$ cat config.mk
export PLATFORM = sky130hd
export DESIGN_NAME = stack_cmd_master_flat
export DESIGN_NICKNAME = d
export VERILOG_FILES = /design/src/rtl/stack_cmd_master_if.sv /design/src/rtl/stack_cmd_master.sv /design/src/flat_wrapper.sv
export SDC_FILE = /design/constraint.sdc
export NUM_CORES = 1
export LEC_CHECK = 0
export CORE_ASPECT_RATIO = 1.5
export CORE_UTILIZATION = 52
export DETAILED_ROUTE_END_ITERATION = 8
export PLACE_DENSITY = 0.85
export SLEW_MARGIN = 25
export SYNTH_ARGS = -nofsm -noshare
export SYNTH_HDL_FRONTEND = slang
export SYNTH_SLANG_ARGS = --single-unit
$ cat constraint.sdc
create_clock -name clk -period 4.1 [get_ports clk]
set_input_delay 0.41 -clock clk [delete_from_list [all_inputs] [get_ports clk]]
set_output_delay 0.41 -clock clk [all_outputs]
set_load 0.1 [all_outputs]
$ cat src/rtl/stack_cmd_master_if.sv
`default_nettype none
// ============================================================================
//  Module   : stack_cmd_master_if
//  Brief    : Host request/response channel of the stack command master.
//  Revision : 1.0  initial release
// ============================================================================
interface stack_cmd_master_if;
    logic       req_valid;
    logic       req_ready;
    logic [1:0] req_op;
    logic [7:0] req_data;
    logic       rsp_valid;
    logic       rsp_ready;
    logic [7:0] rsp_data;
    logic       rsp_err;

    modport master (
        output req_valid, req_op, req_data, rsp_ready,
        input  req_ready, rsp_valid, rsp_data, rsp_err
    );

    modport slave (
        input  req_valid, req_op, req_data, rsp_ready,
        output req_ready, rsp_valid, rsp_data, rsp_err
    );
endinterface
`default_nettype wire

$ cat src/rtl/stack_cmd_master.sv
`default_nettype none
// ============================================================================
//  Module   : stack_cmd_master
//  Brief    : Host-to-pin initiator for the 8-bit stack peripheral with a
//             shadow occupancy count and flag-consistency monitor.
//  Revision : 1.0  initial release
// ============================================================================
module stack_cmd_master #(
    parameter int DEPTH   = 16,
    parameter int RSP_LAT = 1,
    parameter int LW      = $clog2(DEPTH + 1)
) (
    input  wire                 clk,
    input  wire                 rst,
    stack_cmd_master_if.slave   bus,
    output logic [1:0]          stk_cmd_o,
    output logic [7:0]          stk_data_o,
    input  wire  [7:0]          stk_data_i,
    input  wire                 stk_full_i,
    input  wire                 stk_empty_i,
    output logic [LW-1:0]       level,
    output logic                desync
);

    localparam logic [1:0]    c_op_nop  = 2'b00;
    localparam logic [1:0]    c_op_push = 2'b01;
    localparam logic [1:0]    c_op_pop  = 2'b10;
    localparam logic [1:0]    c_op_peek = 2'b11;
    localparam logic [LW-1:0] c_depth   = LW'(DEPTH);
    localparam logic [3:0]    c_lat     = 4'(RSP_LAT);

    typedef enum logic [1:0] {
        S_IDLE  = 2'd0,
        S_ISSUE = 2'd1,
        S_WAIT  = 2'd2,
        S_RESP  = 2'd3
    } state_t;

    state_t        r_state;
    logic [1:0]    r_op;
    logic [7:0]    r_data;
    logic [3:0]    r_cnt;
    logic          w_illegal;
    logic [LW-1:0] w_level_next;

    always_comb begin
        w_illegal = 1'b0;
        case (r_op)
            c_op_push: w_illegal = (level == c_depth) || stk_full_i;
            c_op_pop,
            c_op_peek: w_illegal = (level == '0) || stk_empty_i;
            default:   w_illegal = 1'b0;
        endcase
    end

    always_comb begin
        w_level_next = level;
        if (r_op == c_op_push && level != c_depth)
            w_level_next = level + LW'(1);
        else if (r_op == c_op_pop && level != '0)
            w_level_next = level - LW'(1);
    end

    // The legality check sees the live stack flags, so the pins follow it
    // combinationally within the single issue cycle.
    assign stk_cmd_o  = (r_state == S_ISSUE && !w_illegal) ? r_op   : c_op_nop;
    assign stk_data_o = (r_state == S_ISSUE && !w_illegal) ? r_data : 8'h00;

    always_ff @(posedge clk or posedge rst) begin
        if (rst) begin
            r_state       <= S_IDLE;
            r_op          <= c_op_nop;
            r_data        <= 8'h00;
            r_cnt         <= 4'd0;
            bus.req_ready <= 1'b1;
            bus.rsp_valid <= 1'b0;
            bus.rsp_data  <= 8'h00;
            bus.rsp_err   <= 1'b0;
            level         <= '0;
            desync        <= 1'b0;
        end else begin
            case (r_state)
                S_IDLE: begin
                    if (bus.req_valid) begin
                        r_op          <= bus.req_op;
                        r_data        <= bus.req_data;
                        bus.req_ready <= 1'b0;
                        bus.rsp_data  <= 8'h00;
                        bus.rsp_err   <= 1'b0;
                        r_state       <= (bus.req_op == c_op_nop) ? S_RESP : S_ISSUE;
                    end
                end
                S_ISSUE: begin
                    if (w_illegal) begin
                        bus.rsp_err <= 1'b1;
                        r_state     <= S_RESP;
                    end else begin
                        r_cnt   <= c_lat;
                        r_state <= S_WAIT;
                    end
                end
                S_WAIT: begin
                    r_cnt <= r_cnt - 4'd1;
                    if (r_cnt <= 4'd1) begin
                        bus.rsp_data  <= (r_op == c_op_pop || r_op == c_op_peek) ? stk_data_i : 8'h00;
                        level         <= w_level_next;
                        if (((w_level_next == '0) != stk_empty_i) ||
                            ((w_level_next == c_depth) != stk_full_i))
                            desync <= 1'b1;
                        bus.rsp_valid <= 1'b1;
                        r_state       <= S_RESP;
                    end
                end
                S_RESP: begin
                    // NOP and rejected ops arrive with rsp_valid low; it rises
                    // one cycle after entry, giving them their fixed latency.
                    if (!bus.rsp_valid) begin
                        bus.rsp_valid <= 1'b1;
                    end else if (bus.rsp_ready) begin
                        bus.rsp_valid <= 1'b0;
                        bus.rsp_err   <= 1'b0;
                        bus.req_ready <= 1'b1;
                        r_state       <= S_IDLE;
                    end
                end
                default: r_state <= S_IDLE;
            endcase
        end
    end

endmodule
`default_nettype wire

$ cat src/flat_wrapper.sv
// flat-port wrapper written by rule: the top's interface ports become plain ports
module stack_cmd_master_flat 
#(
    parameter int DEPTH   = 16,
    parameter int RSP_LAT = 1,
    parameter int LW      = $clog2(DEPTH + 1)
)
  (clk, rst, stk_cmd_o, stk_data_o, stk_data_i, stk_full_i, stk_empty_i, level, desync, bus_req_valid, bus_req_op, bus_req_data, bus_rsp_ready, bus_req_ready, bus_rsp_valid, bus_rsp_data, bus_rsp_err);
  stack_cmd_master_if bus_i ();
  input  wire clk;
  input  wire rst;
  output logic [1:0] stk_cmd_o;
  output logic [7:0] stk_data_o;
  input  wire  [7:0] stk_data_i;
  input  wire stk_full_i;
  input  wire stk_empty_i;
  output logic [LW-1:0] level;
  output logic desync;
  input wire logic [$bits(bus_i.req_valid)-1:0] bus_req_valid;
  input wire logic [$bits(bus_i.req_op)-1:0] bus_req_op;
  input wire logic [$bits(bus_i.req_data)-1:0] bus_req_data;
  input wire logic [$bits(bus_i.rsp_ready)-1:0] bus_rsp_ready;
  output wire logic [$bits(bus_i.req_ready)-1:0] bus_req_ready;
  output wire logic [$bits(bus_i.rsp_valid)-1:0] bus_rsp_valid;
  output wire logic [$bits(bus_i.rsp_data)-1:0] bus_rsp_data;
  output wire logic [$bits(bus_i.rsp_err)-1:0] bus_rsp_err;
  assign bus_i.req_valid = bus_req_valid;
  assign bus_i.req_op = bus_req_op;
  assign bus_i.req_data = bus_req_data;
  assign bus_i.rsp_ready = bus_rsp_ready;
  assign bus_req_ready = bus_i.req_ready;
  assign bus_rsp_valid = bus_i.rsp_valid;
  assign bus_rsp_data = bus_i.rsp_data;
  assign bus_rsp_err = bus_i.rsp_err;
  stack_cmd_master #(.DEPTH(DEPTH), .RSP_LAT(RSP_LAT), .LW(LW)) u_core (.clk(clk), .rst(rst), .bus(bus_i), .stk_cmd_o(stk_cmd_o), .stk_data_o(stk_data_o), .stk_data_i(stk_data_i), .stk_full_i(stk_full_i), .stk_empty_i(stk_empty_i), .level(level), .desync(desync));
endmodule
Yosys cells after proc, flatten, opt, wreduce, memory -nomap -nowiden. Index checks and enable logic that the tools add are counted.

Flip-flop bits (word level): 33. Output and inout bits: 27.

Order comparisons: 1. Eq/ne operators: 17. Add/subtract/negate cells: 3. Reduce and logical (&&, ||, !) cells: 28. Multiplexer cells: 30.

Operator list (number): 2-to-1 mux 8 bit (4); case mux 8 bit (2 select lines) (1); 2-to-1 mux 2 bit (6); == test 5 bit, second input constant (2); logical NOT 5 bit (2); 2-to-1 mux 1 bit (10); 2-to-1 mux 5 bit (2); == test 2 bit, second input constant (4); case mux 2 bit (4 select lines) (1); case mux 4 bit (2 select lines) (1); AND reduction 2 bit (4); AND reduction 4 bit (2); nonzero test 2 bit (4); inequality test 2 x 1 -> 1 bit, second input constant (3); inequality test 2 bit, second input constant (3); case mux 1 bit (2 select lines) (3); AND reduction 3 bit (2); adder 5 x 1 -> 5 bit, second input constant (1); inequality test 5 bit, second input constant (1); AND reduction 5 bit (1); nonzero test 5 bit (1); subtractor 5 x 1 -> 5 bit, second input constant (1); == test 2 x 1 -> 1 bit, second input constant (2); less-or-equal comparator 4 x 1 -> 1 bit, second input constant (1); other kinds (10) (17).

Depth between registers and ports, before layout.
Depth in word-level cells: 8. Gate-level depth with buffers: 9. Mapped depth without buffers: 8.

Worst setup path after synthesis. No wires, ideal clock.

Kind: flip-flop to output port. From: register u_core.level[0]. To: output stk_cmd_o[0]. Path buffers: 0. Arrival: 3025 ps. Path slack: 665 ps. Required time: 3690 ps. Stages on the path, launching flop included: 8. Path through: dfrtp_1 inv_1 ha_1 nor4b_4 o21ai_0 o21ai_2 nor2b_1 and2_1.

Word-level cells in the longest chain between the ends: 6. Elaborated cells between the ends (all ways): 8. Classes of those cells: eq/ne: 1; mux: 2; reduce/logical: 5.

Ends and longest elaborated chain: from (decl) (RTL line stack_cmd_master.sv:21) `output logic [LW-1:0] level,`; from (signal assigned) (RTL line stack_cmd_master.sv:106) `level <= w_level_next;`; == test 5 bit or logical NOT 5 bit (tied branches) (RTL line stack_cmd_master.sv:49, stack_cmd_master.sv:51); logical OR 1 bit (on tied branches) (RTL line stack_cmd_master.sv:49, stack_cmd_master.sv:51); case mux 1 bit (2 select lines) * (RTL line stack_cmd_master.sv:48) `case (r_op)`; logical NOT 1 bit * (RTL line stack_cmd_master.sv:66) `assign stk_cmd_o = (r_state == S_ISSUE && !w_illegal) ? r_op : c_op_nop;`; logical AND 1 bit * (RTL line stack_cmd_master.sv:66); 2-to-1 mux 2 bit * (RTL line stack_cmd_master.sv:66); to (decl) (RTL line flat_wrapper.sv:12) `output logic [1:0] stk_cmd_o;`.

Every way passes the cells marked *; elsewhere a longest branch is shown, timed or not.

Final worst setup path.
From: register u_core.level[0]. To: output stk_data_o[1].

Word-level cells in the longest chain between the ends: 6. Elaborated cells between the ends (all ways): 8. Classes of those cells: eq/ne: 1; mux: 2; reduce/logical: 5.

Ends and longest elaborated chain: == test 5 bit or logical NOT 5 bit (tied branches) (RTL line stack_cmd_master.sv:49, stack_cmd_master.sv:51); logical OR 1 bit (on tied branches) (RTL line stack_cmd_master.sv:49, stack_cmd_master.sv:51); case mux 1 bit (2 select lines) * (RTL line stack_cmd_master.sv:48); logical NOT 1 bit * (RTL line stack_cmd_master.sv:67) `assign stk_data_o = (r_state == S_ISSUE && !w_illegal) ? r_data : 8'h00;`; logical AND 1 bit * (RTL line stack_cmd_master.sv:67); 2-to-1 mux 8 bit * (RTL line stack_cmd_master.sv:67); to (decl) (RTL line flat_wrapper.sv:13) `output logic [7:0] stk_data_o;`.

Marked as above.

==> results.txt <==
- Worst min path class: register to register
- Nets@finish: 280
* H-tree depth reported by CTS: 2
* TritonCTS buffer count: 5
* Net count after synthesis: 230
- For this run the aggregate overflow at the end of global routing stands at 0.
- Fin. max-slew vios: 0
* Yosys cell types: 48
* Worst EP required: 3690 ps
- Floorplan core area: 3481 um^2
- Slowest stage cell, crit path: sky130_fd_sc_hd__dfrtp_1
* Dominant register cell in the synthesized netlist: sky130_fd_sc_hd__dfrtp_1
- STA classifies the critical path endpoint as an output port.
- At the pin with the least slew margin, the transition time is 998.1 ps.
* Quantity of I/O buffers inserted on ports: 50
- The floorplan step set the die height to between 70 and 80 um.
- Entering global routing, the biggest net connects 34 pins.
* Data arrival time of the critical path: ~2600 ps
* Part of the Yosys area used for sequential elements: 0.4276
- 0 antenna diodes ended up in the layout.
- Before antenna repair, the detailed router went through 4 iterations.
- Maximum fanout encountered on the critical timing path: 9
* Row count: 26
- Setup repair after global routing left no endpoint under its margin.
- Number of synthesized register bits: 33
* Fin crit period: slightly above 3000 ps
- The initial antenna violation count came to 0.
- The critical path contains buffers and inverters numbering 2 combined.
* Cell chosen for the clock root: sky130_fd_sc_hd__clkbuf_8
* Post-Layout Inst Area: 2514 um^2
- Final setup violating endpoints: 0
* Post-CTS repair timing setup buffer count: 0
* Worst setup path start: u_core.level[0]
- The flow ran to the end, and the final reports show no timing, DRC or antenna violations.
- Post-DP HPWL: 3170 um
- Top Family by Delay on Critical Path: simple AND/OR/NAND/NOR gates
- Total negative slack: 0 ps
- Aggregate global-route resource usage: 0.2460
- Die Footprint: slightly below 4000 um^2
* Synthesis-to-layout area growth: 29.95%
* Vias in the first global route: 1696
- TritonCTS clock tree: done
- The share of synthesized area in the top cell type comes to 0.4140.
- Detailed-route wire length per cell: approximately 15 um
- Final RePlAce weighted congestion: 0.8306
* DRC violations left: 0
- Ranked by total cell area, the synthesized netlist is headed by sky130_fd_sc_hd__dfrtp_1, sky130_fd_sc_hd__mux2_2, sky130_fd_sc_hd__ha_1.
* Avg Synthesized Cell Area: 9.819 um^2
* IO Count: slightly above 50
- The clock arrives with 3.807 ps of skew.
* RR Startpoint: u_core.r_state[0]
- Yosys mapped a number of flops with a built-in enable equal to 0.
- The detail route stage leaves a number of antenna-violating nets equal to 0.
- Final cycle utilization of the critical path: 0.7396
- Sort of element at the start of the critical path: register
* Later-pin clock latency in the skew report: 280 ps
* Cell count after synthesis: 197
- Worst Hold Launch: u_core.bus.rsp_data[1]
* Via-to-Cell Ratio: 5.690
* Highest clock frequency the design can meet: 329.8 MHz
* Max stage delay on crit path: 470 ps
- 1st-iter DRT viols: 40
* Start-to-end type of the worst setup path: register to output port
- The first global-routing pass estimated 7396 um of wire.
- Area of the mapped netlist: 1934 um^2
- Buffer depth of the longest clock path: 2
- The number of failing hold endpoints at the final stage came to 0.
- After clock tree synthesis, the clock-pin slew on the worst setup and hold paths is 70 ps.
- Area leader, netlist: sky130_fd_sc_hd__dfrtp_1
- Share of layout cells above drive strength 1: 0.1613
* CP Cell Sequence: inv_1 -> ha_1 -> nor4b_4 -> o21ai_0 -> o21ai_2 -> nor2b_1 -> and2_1 -> buf_4
- # Max-Cap Violations: 0
- The initial utilization of the core area, before any placement, comes to 0.5557.
* Total via count after detailed routing: 1650
- For this design, the sink count on the clock tree is 33.
- Gates resized during post-CTS repair numbered 0.
- Warnings, synthesis: 0
* Count of hold buffers inserted by post-cts repair: 0
- Standard cell area after detailed placement: between 2000 and 2500 um^2
* Worst max-slew margin expressed relative to the limit: 0.3325
* Total Routed Length: 4265 um
- Count of fill cells added during filler insertion: 284
- In the synthesized netlist the async set-or-reset flop fraction comes to 1.000.
* Horiz. Die Dim: 51.80 um
==> sequential cells by signal, indices dropped and copies added (netlist names) <==
name,cells
u_core.bus.req_ready,1
u_core.bus.rsp_data,8
u_core.bus.rsp_err,1
u_core.bus.rsp_valid,1
u_core.desync,1
u_core.level,5
u_core.r_cnt,4
u_core.r_data,8
u_core.r_op,2
u_core.r_state,2
==> cell usage after synthesis (2+ instances only) <==
cell / count
sky130_fd_sc_hd__a21oi_1: 7
sky130_fd_sc_hd__and2_1: 10
sky130_fd_sc_hd__clkbuf_1: 6
sky130_fd_sc_hd__dfrtp_1: 32
sky130_fd_sc_hd__ha_1: 9
sky130_fd_sc_hd__inv_1: 10
sky130_fd_sc_hd__mux2_2: 12
sky130_fd_sc_hd__mux2i_1: 3
sky130_fd_sc_hd__nand2_1: 19
sky130_fd_sc_hd__nand2b_1: 5
sky130_fd_sc_hd__nand3_1: 10
sky130_fd_sc_hd__nand3b_1: 2
sky130_fd_sc_hd__nor2_1: 11
sky130_fd_sc_hd__nor2b_1: 2
sky130_fd_sc_hd__nor3_1: 4
sky130_fd_sc_hd__o21ai_0: 18
sky130_fd_sc_hd__o31ai_1: 2
sky130_fd_sc_hd__o41ai_1: 2
sky130_fd_sc_hd__xnor2_1: 4
==> final timing paths <==
path                            depth (start not counted)                      to  slack (ps)
worst min-delay path                                    2  u_core.bus.rsp_data[1]         480
worst min register to register                          2  u_core.bus.rsp_data[1]         480
max in group asynchronous                               3    u_core.bus.req_ready        3250
min in group asynchronous                               3        u_core.r_data[1]         520
worst max-delay path                                    8           stk_data_o[1]        1070
worst max register to register                          7         u_core.level[1]        1800
==> logic make-up (layout without fill, tap and decap cells) <==
logic type      after synthesis  in the layout  share of synthesized area
flops                        33             33                     0.4276
compound gates               46             46                     0.1643
fa+ha+maj                     9              9                    0.05822
mux                          15             15                    0.08538
xor+xnor                      4              4                    0.01811
simple gates                 72             72                     0.2070
buf+inv                      18             69                    0.03946
==> through the flow <==
stage	util	hold slack, ps	instances	setup WS (ps)
after global placement	0.6984	463.4	282	1486
after global routing	0.7221	514.3	290	874.4
after floorplan	-	470.6	197	664.7
after CTS	0.7221	487.7	290	1057
final	0.7221	479.8	290	1068
after detailed placement	0.6984	473.3	282	1380
==> cells in the final DEF (no fill, tap or decap), types with 2 or more instances in the layout <==
cell,synthesis,layout
sky130_fd_sc_hd__nand2b_1,5,5
sky130_fd_sc_hd__nand3b_1,2,2
sky130_fd_sc_hd__nor3_1,4,4
sky130_fd_sc_hd__dfrtp_1,32,32
sky130_fd_sc_hd__ha_1,9,9
sky130_fd_sc_hd__clkinv_2,0,2
sky130_fd_sc_hd__buf_4,0,11
sky130_fd_sc_hd__nor2_1,11,11
sky130_fd_sc_hd__nand3_1,10,10
sky130_fd_sc_hd__o31ai_1,2,2
sky130_fd_sc_hd__o21ai_0,18,18
sky130_fd_sc_hd__and2_1,10,10
sky130_fd_sc_hd__xnor2_1,4,4
sky130_fd_sc_hd__a21oi_1,7,7
sky130_fd_sc_hd__o41ai_1,2,2
sky130_fd_sc_hd__clkbuf_8,0,5
sky130_fd_sc_hd__nor2b_1,2,2
sky130_fd_sc_hd__mux2i_1,3,3
sky130_fd_sc_hd__inv_1,10,10
sky130_fd_sc_hd__clkdlybuf4s50_1,0,40
sky130_fd_sc_hd__mux2_2,12,12
sky130_fd_sc_hd__nand2_1,19,19
==> metal layers <==
layer	up-vias	global-route usage	share of wire
li1	805	-	-
met1	782	0.2728	0.40
met2	52	0.4312	0.54
met3	11	0.05952	0.040
met4	0	0.1027	0.025
met5	-	0	0
==> final cells by class <==
type / instances / area (um^2) / area share
Inverter: 10 / 37.54 / 0.01493
Timing Repair Buffer: 51 / 483.0 / 0.1921
Clock buffer: 6 / 72.57 / 0.02887
Tap cell: 42 / 52.55 / 0.02091
Sequential cell: 33 / 827.0 / 0.3290
Multi-Input combinational cell: 146 / 1031 / 0.4102
Clock inverter: 2 / 10.01 / 0.003982
==> worst reg2reg max path: stages, from the launching register on <==
cell	delay [ps]
sky130_fd_sc_hd__dfrtp_1	430
sky130_fd_sc_hd__inv_1	130
sky130_fd_sc_hd__ha_1	560
sky130_fd_sc_hd__nand2b_1	180
sky130_fd_sc_hd__nor2_1	410
sky130_fd_sc_hd__o21ai_0	160
sky130_fd_sc_hd__a22oi_1	200
sky130_fd_sc_hd__o21ai_0	100
Power is left out: the tool's default activity adds up to more than one toggle a clock period on the data nets, which glitch-free logic cannot reach.
